==> config.mk <==
export PLATFORM = sky130hd
export DESIGN_NAME = aux_bus_arbiter_flat
export DESIGN_NICKNAME = d
export VERILOG_FILES = /design/src/rtl/aux_arb_pkg.sv /design/src/rtl/aux_bus_arbiter_if.sv /design/src/rtl/aux_arb_rsp_slot.sv /design/src/rtl/aux_bus_arbiter.sv /design/src/flat_wrapper.sv
export SDC_FILE = /design/constraint.sdc
export NUM_CORES = 1
export LEC_CHECK = 0
export CAP_MARGIN = 5
export CORE_UTILIZATION = 28
export CTS_CLUSTER_SIZE = 20
export DETAILED_ROUTE_END_ITERATION = 7
export GPL_TIMING_DRIVEN = 1
export PLACE_DENSITY = 0.82
export SKIP_CTS_REPAIR_TIMING = 1
export SLEW_MARGIN = 20
export SYNTH_ARGS = -nofsm -noshare
export SYNTH_HDL_FRONTEND = slang
export SYNTH_SLANG_ARGS = --single-unit
export TNS_END_PERCENT = 20
==> constraint.sdc <==
create_clock -name clk -period 2.75 [get_ports clk]
set_clock_uncertainty 0.05 [all_clocks]
set_input_delay 0.55 -clock clk [delete_from_list [all_inputs] [get_ports clk]]
set_output_delay 0.55 -clock clk [all_outputs]
set_load 0.02 [all_outputs]
==> src/rtl/aux_arb_pkg.sv <==
// aux_arb_pkg
//   Shared types and constants for the aux-bus arbiter slice.
//   AUX_AW / AUX_DW : default aux address / data widths
//   CNT_W           : width of the host starvation counter (STARVE_LIMIT <= 255)
//   arb_state_e     : IDLE (commands accepted) / RSP (read response pending)
//   host_cmd_t      : one host command {we, adr, dat}
package aux_arb_pkg;

  localparam int AUX_AW = 16;
  localparam int AUX_DW = 8;
  localparam int CNT_W  = 8;

  typedef enum logic {
    IDLE = 1'b0,
    RSP  = 1'b1
  } arb_state_e;

  typedef struct packed {
    logic              we;
    logic [AUX_AW-1:0] adr;
    logic [AUX_DW-1:0] dat;
  } host_cmd_t;

endpackage

==> src/rtl/aux_bus_arbiter_if.sv <==
// aux_bus_arbiter_if
//   Host-side command/response handshake of the aux-bus arbiter.
//   Signal suffixes are relative to the arbiter (_i = into arbiter).
//   Command : host_cmd_valid_i / host_cmd_ready_o, host_cmd_we_i,
//             host_cmd_adr_i, host_cmd_dat_i
//   Response: host_rsp_valid_o / host_rsp_ready_i, host_rsp_dat_o
//   Modports: master = host (UART debug/loader), slave = arbiter.
interface aux_bus_arbiter_if #(
  parameter int AW = 16,
  parameter int DW = 8
);

  logic          host_cmd_valid_i;
  logic          host_cmd_ready_o;
  logic          host_cmd_we_i;
  logic [AW-1:0] host_cmd_adr_i;
  logic [DW-1:0] host_cmd_dat_i;
  logic          host_rsp_valid_o;
  logic          host_rsp_ready_i;
  logic [DW-1:0] host_rsp_dat_o;

  modport master (
    output host_cmd_valid_i, host_cmd_we_i, host_cmd_adr_i, host_cmd_dat_i,
    output host_rsp_ready_i,
    input  host_cmd_ready_o, host_rsp_valid_o, host_rsp_dat_o
  );

  modport slave (
    input  host_cmd_valid_i, host_cmd_we_i, host_cmd_adr_i, host_cmd_dat_i,
    input  host_rsp_ready_i,
    output host_cmd_ready_o, host_rsp_valid_o, host_rsp_dat_o
  );

endinterface

==> src/rtl/aux_arb_rsp_slot.sv <==
// aux_arb_rsp_slot
//   One-entry response register. load_i captures dat_i and raises valid_o
//   the next cycle; data holds stable until valid_o & ready_i.
//   Ports: clk, reset_n (async, active low), load_i, dat_i, ready_i,
//          valid_o, dat_o
module aux_arb_rsp_slot #(
  parameter int DW = 8
) (
  input  logic          clk,
  input  logic          reset_n,
  input  logic          load_i,
  input  logic [DW-1:0] dat_i,
  input  logic          ready_i,
  output logic          valid_o,
  output logic [DW-1:0] dat_o
);

  always_ff @(posedge clk or negedge reset_n) begin
    if (!reset_n) begin
      valid_o <= 1'b0;
      dat_o   <= '0;
    end else begin
      if (load_i) begin
        valid_o <= 1'b1;
        dat_o   <= dat_i;
      end else if (valid_o && ready_i) begin
        valid_o <= 1'b0;
      end
    end
  end

endmodule

==> src/rtl/aux_bus_arbiter.sv <==
// aux_bus_arbiter
//   Shares the aux memory port between the risc16f84 core (strobe based,
//   fixed priority, cannot stall mid-access) and the host debug/loader port
//   (valid/ready). The host is served in cycles with no CPU strobe.
//   Ports: clk, reset_n (async active low),
//          cpu_adr_i/cpu_dat_i/cpu_we_i/cpu_re_i -> cpu_dat_o, cpu_clk_en_o
//          host : aux_bus_arbiter_if.slave (command + read response)
//          mem_adr_o/mem_dat_o/mem_we_o, mem_dat_i (combinational read)
//   Optional: `define AUX_ARB_STARVE_HOLD_EN to let a starved host force a
//   one-cycle core clock-enable gap after STARVE_LIMIT blocked cycles.
module aux_bus_arbiter
  import aux_arb_pkg::*;
#(
  parameter int AW           = AUX_AW,
  parameter int DW           = AUX_DW,
  parameter int STARVE_LIMIT = 16
) (
  input  logic          clk,
  input  logic          reset_n,
  input  logic [AW-1:0] cpu_adr_i,
  input  logic [DW-1:0] cpu_dat_i,
  output logic [DW-1:0] cpu_dat_o,
  input  logic          cpu_we_i,
  input  logic          cpu_re_i,
  output logic          cpu_clk_en_o,
  aux_bus_arbiter_if.slave host,
  output logic [AW-1:0] mem_adr_o,
  output logic [DW-1:0] mem_dat_o,
  output logic          mem_we_o,
  input  logic [DW-1:0] mem_dat_i
);

  localparam logic [CNT_W-1:0] LIMIT = CNT_W'(STARVE_LIMIT);

  arb_state_e       state_q, state_d;
  logic             hold_q;
  logic [CNT_W-1:0] wait_cnt;
  logic             cpu_busy;
  logic             host_ready;
  logic             host_hs;
  logic             host_blocked;

  // A hold cycle masks the strobe; the core re-presents it once re-enabled.
  assign cpu_busy     = (cpu_we_i | cpu_re_i) & ~hold_q;
  assign host_ready   = ~cpu_busy & (state_q == IDLE);
  assign host_hs      = host.host_cmd_valid_i & host_ready;
  assign host_blocked = host.host_cmd_valid_i & (state_q == IDLE) & cpu_busy;

  assign host.host_cmd_ready_o = host_ready;
  assign cpu_dat_o             = mem_dat_i;
  assign cpu_clk_en_o          = ~hold_q;

  always_comb begin
    mem_adr_o = cpu_adr_i;
    mem_dat_o = cpu_dat_i;
    mem_we_o  = 1'b0;
    if (cpu_busy) begin
      mem_we_o = cpu_we_i;
    end else if (host_hs) begin
      mem_adr_o = host.host_cmd_adr_i;
      mem_dat_o = host.host_cmd_dat_i;
      mem_we_o  = host.host_cmd_we_i;
    end
  end

  always_ff @(posedge clk or negedge reset_n) begin
    if (!reset_n) state_q <= IDLE;
    else          state_q <= state_d;
  end

  always_comb begin
    state_d = state_q;
    case (state_q)
      IDLE:    if (host_hs && !host.host_cmd_we_i) state_d = RSP;
      RSP:     if (host.host_rsp_valid_o && host.host_rsp_ready_i) state_d = IDLE;
      default: state_d = IDLE;
    endcase
  end

  aux_arb_rsp_slot #(.DW(DW)) u_rsp_slot (
    .clk     (clk),
    .reset_n (reset_n),
    .load_i  (host_hs & ~host.host_cmd_we_i),
    .dat_i   (mem_dat_i),
    .ready_i (host.host_rsp_ready_i),
    .valid_o (host.host_rsp_valid_o),
    .dat_o   (host.host_rsp_dat_o)
  );

  always_ff @(posedge clk or negedge reset_n) begin
    if (!reset_n) begin
      wait_cnt <= '0;
    end else if (host_hs || hold_q) begin
      wait_cnt <= '0;
    end else if (host_blocked && (wait_cnt < LIMIT)) begin
      wait_cnt <= wait_cnt + 1'b1;
    end
  end

`ifdef AUX_ARB_STARVE_HOLD_EN
  // Fires on the last blocked cycle before the limit; ~hold_q keeps holds
  // from ever landing back to back.
  always_ff @(posedge clk or negedge reset_n) begin
    if (!reset_n) hold_q <= 1'b0;
    else          hold_q <= ~hold_q & host_blocked & (wait_cnt == LIMIT - 1'b1);
  end
`else
  assign hold_q = 1'b0;
`endif

endmodule

==> src/flat_wrapper.sv <==
// flat-port wrapper written by rule: the top's interface ports become plain ports
module aux_bus_arbiter_flat import aux_arb_pkg::*;
#(
  parameter int AW           = AUX_AW,
  parameter int DW           = AUX_DW,
  parameter int STARVE_LIMIT = 16
)
  (clk, reset_n, cpu_adr_i, cpu_dat_i, cpu_dat_o, cpu_we_i, cpu_re_i, cpu_clk_en_o, mem_adr_o, mem_dat_o, mem_we_o, mem_dat_i, host_host_cmd_valid_i, host_host_cmd_we_i, host_host_cmd_adr_i, host_host_cmd_dat_i, host_host_rsp_ready_i, host_host_cmd_ready_o, host_host_rsp_valid_o, host_host_rsp_dat_o);
  aux_bus_arbiter_if #(.AW(AW), .DW(DW)) host_i ();
  input  logic clk;
  input  logic reset_n;
  input  logic [AW-1:0] cpu_adr_i;
  input  logic [DW-1:0] cpu_dat_i;
  output logic [DW-1:0] cpu_dat_o;
  input  logic cpu_we_i;
  input  logic cpu_re_i;
  output logic cpu_clk_en_o;
  output logic [AW-1:0] mem_adr_o;
  output logic [DW-1:0] mem_dat_o;
  output logic mem_we_o;
  input  logic [DW-1:0] mem_dat_i;
  input wire logic [$bits(host_i.host_cmd_valid_i)-1:0] host_host_cmd_valid_i;
  input wire logic [$bits(host_i.host_cmd_we_i)-1:0] host_host_cmd_we_i;
  input wire logic [$bits(host_i.host_cmd_adr_i)-1:0] host_host_cmd_adr_i;
  input wire logic [$bits(host_i.host_cmd_dat_i)-1:0] host_host_cmd_dat_i;
  input wire logic [$bits(host_i.host_rsp_ready_i)-1:0] host_host_rsp_ready_i;
  output wire logic [$bits(host_i.host_cmd_ready_o)-1:0] host_host_cmd_ready_o;
  output wire logic [$bits(host_i.host_rsp_valid_o)-1:0] host_host_rsp_valid_o;
  output wire logic [$bits(host_i.host_rsp_dat_o)-1:0] host_host_rsp_dat_o;
  assign host_i.host_cmd_valid_i = host_host_cmd_valid_i;
  assign host_i.host_cmd_we_i = host_host_cmd_we_i;
  assign host_i.host_cmd_adr_i = host_host_cmd_adr_i;
  assign host_i.host_cmd_dat_i = host_host_cmd_dat_i;
  assign host_i.host_rsp_ready_i = host_host_rsp_ready_i;
  assign host_host_cmd_ready_o = host_i.host_cmd_ready_o;
  assign host_host_rsp_valid_o = host_i.host_rsp_valid_o;
  assign host_host_rsp_dat_o = host_i.host_rsp_dat_o;
  aux_bus_arbiter #(.AW(AW), .DW(DW), .STARVE_LIMIT(STARVE_LIMIT)) u_core (.clk(clk), .reset_n(reset_n), .cpu_adr_i(cpu_adr_i), .cpu_dat_i(cpu_dat_i), .cpu_dat_o(cpu_dat_o), .cpu_we_i(cpu_we_i), .cpu_re_i(cpu_re_i), .cpu_clk_en_o(cpu_clk_en_o), .host(host_i), .mem_adr_o(mem_adr_o), .mem_dat_o(mem_dat_o), .mem_we_o(mem_we_o), .mem_dat_i(mem_dat_i));
endmodule
==> load_flow_metrics.sql, run 1 <==
INSERT INTO impl_metrics (metric_group, metric, value, unit) VALUES
('grt', 'grt_pass1_wl', '4660', 'um'),
('yosys', 'synth.ff_latch_count', '10', ''),
('floorplan', 'die_width', '57.8', 'um'),
('power_and_ir_drop', 'power.leakage', '1.00', 'nW'),
('run_status', 'status', 'complete, but fails checks', ''),
('timing', 'hold_slack', '0.453', 'ns'),
('setup_path', 'critical-path-top-delay-family', 'buffers and inverters', ''),
('floorplan', 'design.core.area', '0.00285', 'mm2'),
('drt', 'antenna_violating_nets_post_route', '0', ''),
('clocking', 'cts_sinks', '10', ''),
('setup_path', 'wp_buf_inv', '3', ''),
('grt', 'pin_count_of_the_biggest_net_entering_global_routing', '19', ''),
('drt', 'remaining_drc_errors', '9', ''),
('cells_and_area', 'final_area', '0.00196', 'mm2'),
('grt', 'grt.total_usage', '0.183', ''),
('drt', 'dr_total_vias', '887', ''),
('yosys', 'yosys.area_share.xor_xnor', '0', ''),
('setup_path', 'critical_path.slowest_cell', 'sky130_fd_sc_hd__clkdlybuf4s50_1', ''),
('yosys', 'synth_top_family_by_area', 'multiplexers', ''),
('cells_and_area', 'final_common_cell', 'sky130_fd_sc_hd__clkdlybuf4s50_1', ''),
('cells_and_area', 'layout.cells.most_common_list', '80 x sky130_fd_sc_hd__clkdlybuf4s50_1, 24 x sky130_fd_sc_hd__dlymetal6s2s_1, 19 x sky130_fd_sc_hd__mux2_4', ''),
('setup_path', 'cp.required', '2.15', 'ns'),
('setup_path', 'critPathMaxStageDelay', '0.42', 'ns'),
('power_and_ir_drop', 'power_density', '361', 'mW/mm2'),
('floorplan', 'pin_count', '107', ''),
('cells_and_area', 'finalNetCount', '228', ''),
('placed_design', 'place_area', '0.00186', 'mm2'),
('clocking', 'clock_tree.buffer_depth', '2', ''),
('timing', 'final-max-slew-violation-count', '0', ''),
('floorplan', 'core.rowCount', '19', ''),
('yosys', 'mappedNetlistNets', '128', ''),
('yosys', 'mappedNetlistArea', '872', 'um2'),
('setup_path', 'worstPathCellList', 'clkdlybuf4s50_1 > nor3_2 > and2_4 > buf_12 > mux2_2 > dlymetal6s2s_1', ''),
('clocking', 'tritoncts', 'built', ''),
('cells_and_area', 'postLayoutCoreUtil', '0.686', ''),
('clocking', 'cts_max_level', '1', ''),
('job', 'max_cap_viol_count', '0', ''),
('clocking', 'insertion_delay', '0.26', 'ns'),
('yosys', 'yosys.area_share.simple', '0.0430', ''),
('setup_path', 'worstSetupStartpointType', 'primary input', ''),
('floorplan', 'floorplan.die_area', '0.00334', 'mm2'),
('grt', 'grt_remaining_overflow', '0', ''),
('worst_hold_path', 'hold_class', 'flip-flop to flip-flop', ''),
('drt', 'detailedRoute.firstPassIterationCount', '8', ''),
('yosys', 'synth_mux_area_frac', '0.495', ''),
('drt', 'wirelength_routed', '3210', 'um'),
('yosys', 'syn-instance-count', '65', ''),
('power_and_ir_drop', 'irDropWorstVdd', '377', 'uV'),
('drt', 'first_iter_violations', '34', ''),
('grt', 'antenna_found_initial', '0', ''),
('setup_path', 'critPathCaptureType', 'output pin', ''),
('placed_design', 'io_buffers', '105', ''),
('floorplan', 'chipHeight', '57.8', 'um'),
('clocking', 'clk_pin_slew', '0.06', 'ns'),
('cells_and_area', 'proportion_of_layout_cells_with_a_drive_suffix_above_1', '0.256', ''),
('cells_and_area', 'fillerInstances', '217', ''),
('yosys', 'synth_adder_area_share', '0', ''),
('timing', 'period_minus_slack', '2.70', 'ns'),
('setup_path', 'critical_setup_path_class', 'primary input to output pin', ''),
('yosys', 'synth.distinct_cells', '14', ''),
('timing', 'final_hold_violation_count', '0', ''),
('yosys', 'synth.yosys.warnings', '0', ''),
('placed_design', 'dp_hpwl', '2670', 'um'),
('clocking', 'cts-root-buf', 'sky130_fd_sc_hd__clkbuf_4', ''),
('floorplan', 'initial_utilization', '0.306', ''),
('run_status', 'violations', 'design-rule violations', ''),
('placed_design', 'place.gp.congestion', '0.730', ''),
('cells_and_area', 'antenna_cells_inserted', '0', ''),
('grt', 'first_global_vias', '949', ''),
('setup_path', 'cp_max_fo', '18', ''),
('timing', 'timing.final.setup_violations', '0', ''),
('yosys', 'synth-seq-area-share', '0.287', ''),
('drt', 'vias_per_cell', '4.55', ''),
('timing', 'min_period_over_period', '0.980', ''),
('setup_path', 'worst-endpoint-arrival', '2.10', 'ns'),
('timing', 'max_freq', '371', 'MHz'),
('yosys', 'synth_compound_area_frac', '0.0143', ''),
('drt', 'post_drt_wl_per_cell', '16.5', 'um'),
('yosys', 'post_synth.cell_area_avg', '13.4', 'um2'),
('clocking', 'cts_made_buffers', '3', ''),
('cells_and_area', 'flow.area_growth_from_synthesis', '124', '%');
==> logic make-up after synthesis <==
family / after synthesis
AND/OR/NAND/NOR: 6
AO/OA/AOI/OAI: 2
buffers and inverters: 14
multiplexers: 32
flip-flops: 10
other: 1
==> sequential cells by signal, indices dropped and copies added (netlist names) <==
register,cells
u_core.u_rsp_slot.valid_o,1
u_core.state_q,1
u_core.u_rsp_slot.dat_o,8
==> metal layers <==
layer  up-vias  GRT usage  routed length (um)  part of all wire
met2        63      0.350                1630              0.51
met3         0     0.0446                 388              0.12
li1        420          -                   -                 -
met1       404      0.203                1200              0.37
met4         0     0.0408                   0                 0
met5         -          0                   0                 0
==> report_power, final <==
part	total, mW	internal (mW)	switching (mW)
clock	0.128	0.0802	0.0475
sequential	0.194	0.177	0.0169
combinational	0.384	0.234	0.150
total	0.706	0.492	0.215
==> through the flow <==
step                      instances  setup WS (ns)  setup TNS (ns)  power, mW
after detailed placement        191         -0.320           -6.82      0.589
after CTS                       195         -0.325           -6.99      0.721
after global routing            195     -0.0000897      -0.0000897      0.737
after global placement          191         -0.260           -5.63      0.580
final                           195         0.0544               0      0.706
after floorplan                  65          0.415               0      0.378
==> layout make-up <==
type	instances	area, um2	share of cell area
Clock buffer	4	36.3	0.0186
Inverter	1	3.75	0.00192
Multi-Input combinational cell	41	485	0.248
Sequential cell	10	250	0.128
Tap cell	31	38.8	0.0198
Timing Repair Buffer	108	1140	0.583
==> path summary, 6_finish.rpt <==
kind                                                    to  slack, ns  depth (start not counted)                        from
worst max register to register  u_core.u_rsp_slot.dat_o[4]       1.09                          4              u_core.state_q
max in group asynchronous       u_core.u_rsp_slot.dat_o[3]       1.79                          1                     reset_n
worst min-delay path            u_core.u_rsp_slot.dat_o[2]       0.45                          1  u_core.u_rsp_slot.dat_o[2]
worst max-delay path                         mem_adr_o[15]       0.05                          6                    cpu_re_i
worst min register to register  u_core.u_rsp_slot.dat_o[2]       0.45                          1  u_core.u_rsp_slot.dat_o[2]
min in group asynchronous       u_core.u_rsp_slot.dat_o[1]       0.55                          1                     reset_n
==> cells in the mapped netlist, drive strengths merged <==
cell	n	area, um2
inv	1	3.75
conb	1	3.75
nand3b	1	7.51
buf	13	133
o21ai	1	5.00
and2	1	8.76
mux2	32	432
dfrtp	10	250
a21o	1	7.51
nand2	3	11.3
nor3	1	10.0
Note: power is estimated with default switching activity, not from simulation.
==> inputs of run 2 (changes only) <==
Settings changed: SKIP_CTS_REPAIR_TIMING 1 to unset.
==> load_flow_metrics.sql, run 2 (synthesis gave the netlist of run 1 again) <==
INSERT INTO impl_metrics (metric_group, metric, value, unit) VALUES
('floorplan', 'pin_count', '107', ''),
('cells_and_area', 'proportion_of_layout_cells_with_a_drive_suffix_above_1', '0.388', ''),
('timing', 'finalSetupTns', '0', 'ns'),
('setup_path', 'wp_buf_inv', '3', ''),
('clocking', 'cts_made_buffers', '3', ''),
('setup_path', 'crit-reg2reg-capture', 'u_core.u_rsp_slot.dat_o[4]', ''),
('drt', 'detailedRoute.firstPassIterationCount', '6', ''),
('cells_and_area', 'flow.area_growth_from_synthesis', '109', '%'),
('timing', 'final-max-slew-violation-count', '0', ''),
('grt', 'grt.total_usage', '0.184', ''),
('power_and_ir_drop', 'power_density', '380', 'mW/mm2'),
('cells_and_area', 'finalNetCount', '229', ''),
('setup_path', 'critical_setup_path_class', 'primary input to output pin', ''),
('placed_design', 'dp_hpwl', '2670', 'um'),
('job', 'max_cap_viol_count', '0', ''),
('cells_and_area', 'largest_register_ffs', '8', ''),
('setup_path', 'cp.required', '2.15', 'ns'),
('setup_path', 'worstPathCellList', 'clkdlybuf4s50_1 > nor3_2 > and2_4 > buf_12 > mux2_4 > clkdlybuf4s15_2', ''),
('setup_path', 'cp_max_fo', '18', ''),
('cells_and_area', 'layout.cells.most_common_list', '80 x sky130_fd_sc_hd__clkdlybuf4s50_1, 19 x sky130_fd_sc_hd__mux2_4, 15 x sky130_fd_sc_hd__buf_2', ''),
('floorplan', 'design.core.area', '0.00285', 'mm2'),
('placed_design', 'place.gp.congestion', '0.730', ''),
('setup_path', 'worstReg2RegStart', 'u_core.state_q', ''),
('drt', 'antenna_violating_nets_post_route', '0', ''),
('grt', 'grt_pass1_wl', '4680', 'um'),
('drt', 'post_drt_wl_per_cell', '16.3', 'um'),
('worst_hold_path', 'hold_class', 'flip-flop to flip-flop', ''),
('timing', 'timing.final.setup_violations', '0', ''),
('cells_and_area', 'antenna_cells_inserted', '0', ''),
('power_and_ir_drop', 'power.leakage', '0.799', 'nW'),
('setup_path', 'critical_path.slowest_cell', 'sky130_fd_sc_hd__clkdlybuf4s50_1', ''),
('floorplan', 'initial_utilization', '0.306', ''),
('cells_and_area', 'layout.cells.non_filler', '196', ''),
('grt', 'antenna_found_initial', '0', ''),
('timing', 'final_hold_violation_count', '0', ''),
('floorplan', 'die_width', '57.8', 'um'),
('setup_path', 'worst-r2r-setup-slack', '1.01', 'ns'),
('clocking', 'insertion_delay', '0.26', 'ns'),
('drt', 'dr_total_vias', '893', ''),
('timing', 'min_period_over_period', '0.998', ''),
('setup_path', 'worstSetupStartpointType', 'primary input', ''),
('grt', 'grt_remaining_overflow', '0', ''),
('floorplan', 'core.rowCount', '19', ''),
('placed_design', 'io_buffers', '105', ''),
('timing', 'hold_slack', '0.453', 'ns'),
('timing', 'rsz_0062_raised_after_global_routing', 'true', ''),
('clocking', 'cts_max_level', '1', ''),
('setup_path', 'critPathMaxStageDelay', '0.44', 'ns'),
('worst_hold_path', 'hold_ep', 'u_core.u_rsp_slot.dat_o[2]', ''),
('drt', 'first_iter_violations', '35', ''),
('grt', 'pin_count_of_the_biggest_net_entering_global_routing', '19', ''),
('timing', 'max_freq', '364', 'MHz'),
('run_status', 'status', 'complete, but fails checks', ''),
('cells_and_area', 'final_common_cell', 'sky130_fd_sc_hd__clkdlybuf4s50_1', ''),
('clocking', 'clk_pin_slew', '0.06', 'ns'),
('clocking', 'clock_tree.buffer_depth', '2', ''),
('worst_hold_path', 'min_path_cells', '1', ''),
('cells_and_area', 'top_register', 'u_core.u_rsp_slot.dat_o', ''),
('drt', 'vias_per_cell', '4.56', ''),
('setup_path', 'worst-endpoint-arrival', '2.14', 'ns'),
('clocking', 'tritoncts', 'built', ''),
('power_and_ir_drop', 'irDropWorstVdd', '376', 'uV'),
('setup_path', 'critPathCaptureType', 'output pin', ''),
('power_and_ir_drop', 'report.power.total', '694', 'uW'),
('setup_path', 'ff2ff_path_depth', '5', ''),
('clocking', 'cts_sinks', '10', ''),
('clocking', 'cts-root-buf', 'sky130_fd_sc_hd__clkbuf_4', ''),
('drt', 'remaining_drc_errors', '10', ''),
('timing', 'period_minus_slack', '2.74', 'ns'),
('placed_design', 'total_placed_cells_including_tap_cells', '191', ''),
('setup_path', 'critical-path-top-delay-family', 'buffers and inverters', ''),
('grt', 'first_global_vias', '957', ''),
('run_status', 'violations', 'design-rule violations', ''),
('worst_hold_path', 'min-delay-start', 'u_core.u_rsp_slot.dat_o[2]', ''),
('drt', 'wirelength_routed', '3200', 'um'),
('floorplan', 'floorplan.die_area', '0.00334', 'mm2'),
('cells_and_area', 'reg_top3', 'u_core.u_rsp_slot.dat_o x8, u_core.state_q x1, u_core.u_rsp_slot.valid_o x1', ''),
('floorplan', 'chipHeight', '57.8', 'um');
-- run 2: cell count changes in the layout (fill, tap and decap cells not counted) --
cell                              previous run  this run
sky130_fd_sc_hd__dlymetal6s2s_1             24         0
sky130_fd_sc_hd__buf_2                       0        15
sky130_fd_sc_hd__clkdlybuf4s15_2             0         4
sky130_fd_sc_hd__clkbuf_2                    1         3
sky130_fd_sc_hd__clkdlybuf4s15_1             0         2
sky130_fd_sc_hd__buf_6                       0         1
sky130_fd_sc_hd__dlygate4sd2_1               0         1
-- run 2: power breakdown --
group | internal [mW] | switching (mW) | total, mW
combinational | 0.221 | 0.151 | 0.372
sequential | 0.177 | 0.0169 | 0.194
clock | 0.0802 | 0.0475 | 0.128
-- run 2: worst register-to-register path: stages (launching register included) --
cell and delay, ns:
sky130_fd_sc_hd__dfrtp_1 0.40, sky130_fd_sc_hd__nor3_2 0.23, sky130_fd_sc_hd__buf_4 0.14, sky130_fd_sc_hd__buf_4 0.09
sky130_fd_sc_hd__nand3b_1 0.32, sky130_fd_sc_hd__mux2_2 0.40
-- run 2: layout make-up --
type	count	area, um2
clock buffers	4	36.3
inverters	1	3.75
fillers	247	1030
repair buffers	109	1010
well taps	31	38.8
multi-input cells	41	485
flip-flops and latches	10	250
-- run 2: metrics by stage --
stage               utilization  setup slack [ns]  instance area, um2
finish                    0.640           0.00632                1830
global placement          0.654            -0.260                1860
global route              0.640           -0.0411                1830
CTS                       0.672          -0.00520                1920
detailed placement        0.654            -0.320                1860
floorplan                     -             0.415                 872
-- run 2: how the worst max path moves through the flow --
stage | depth (start not counted) | endpoint | startpoint
global route | 6 | mem_dat_o[5] | cpu_we_i
floorplan | 5 | mem_adr_o[0] | cpu_we_i
detailed placement | 6 | mem_adr_o[13] | cpu_we_i
CTS | 6 | mem_adr_o[13] | cpu_re_i
finish | 6 | mem_dat_o[5] | cpu_we_i
global placement | 6 | mem_adr_o[15] | cpu_we_i
-- run 2: what timing repair did --
action,CTS,global route
setup endpoints to repair,25,23
pin swaps,2,1
resized for setup,69,18
hold buffers,0,0
buffers inserted,0,1
-- run 2: layer usage --
| metal | routed length [um] | global-route usage |
|---|---|---|
| met5 | 0 | 0 |
| met2 | 1630 | 0.351 |
| met3 | 422 | 0.0446 |
| met1 | 1140 | 0.203 |
| met4 | 0 | 0.0408 |
==> inputs of run 3 (changes only) <==
Settings changed: GPL_ROUTABILITY_DRIVEN set to 0.
==> results of run 3 <==
No change in the layout: final DEF, timing and power equal those of run 2.
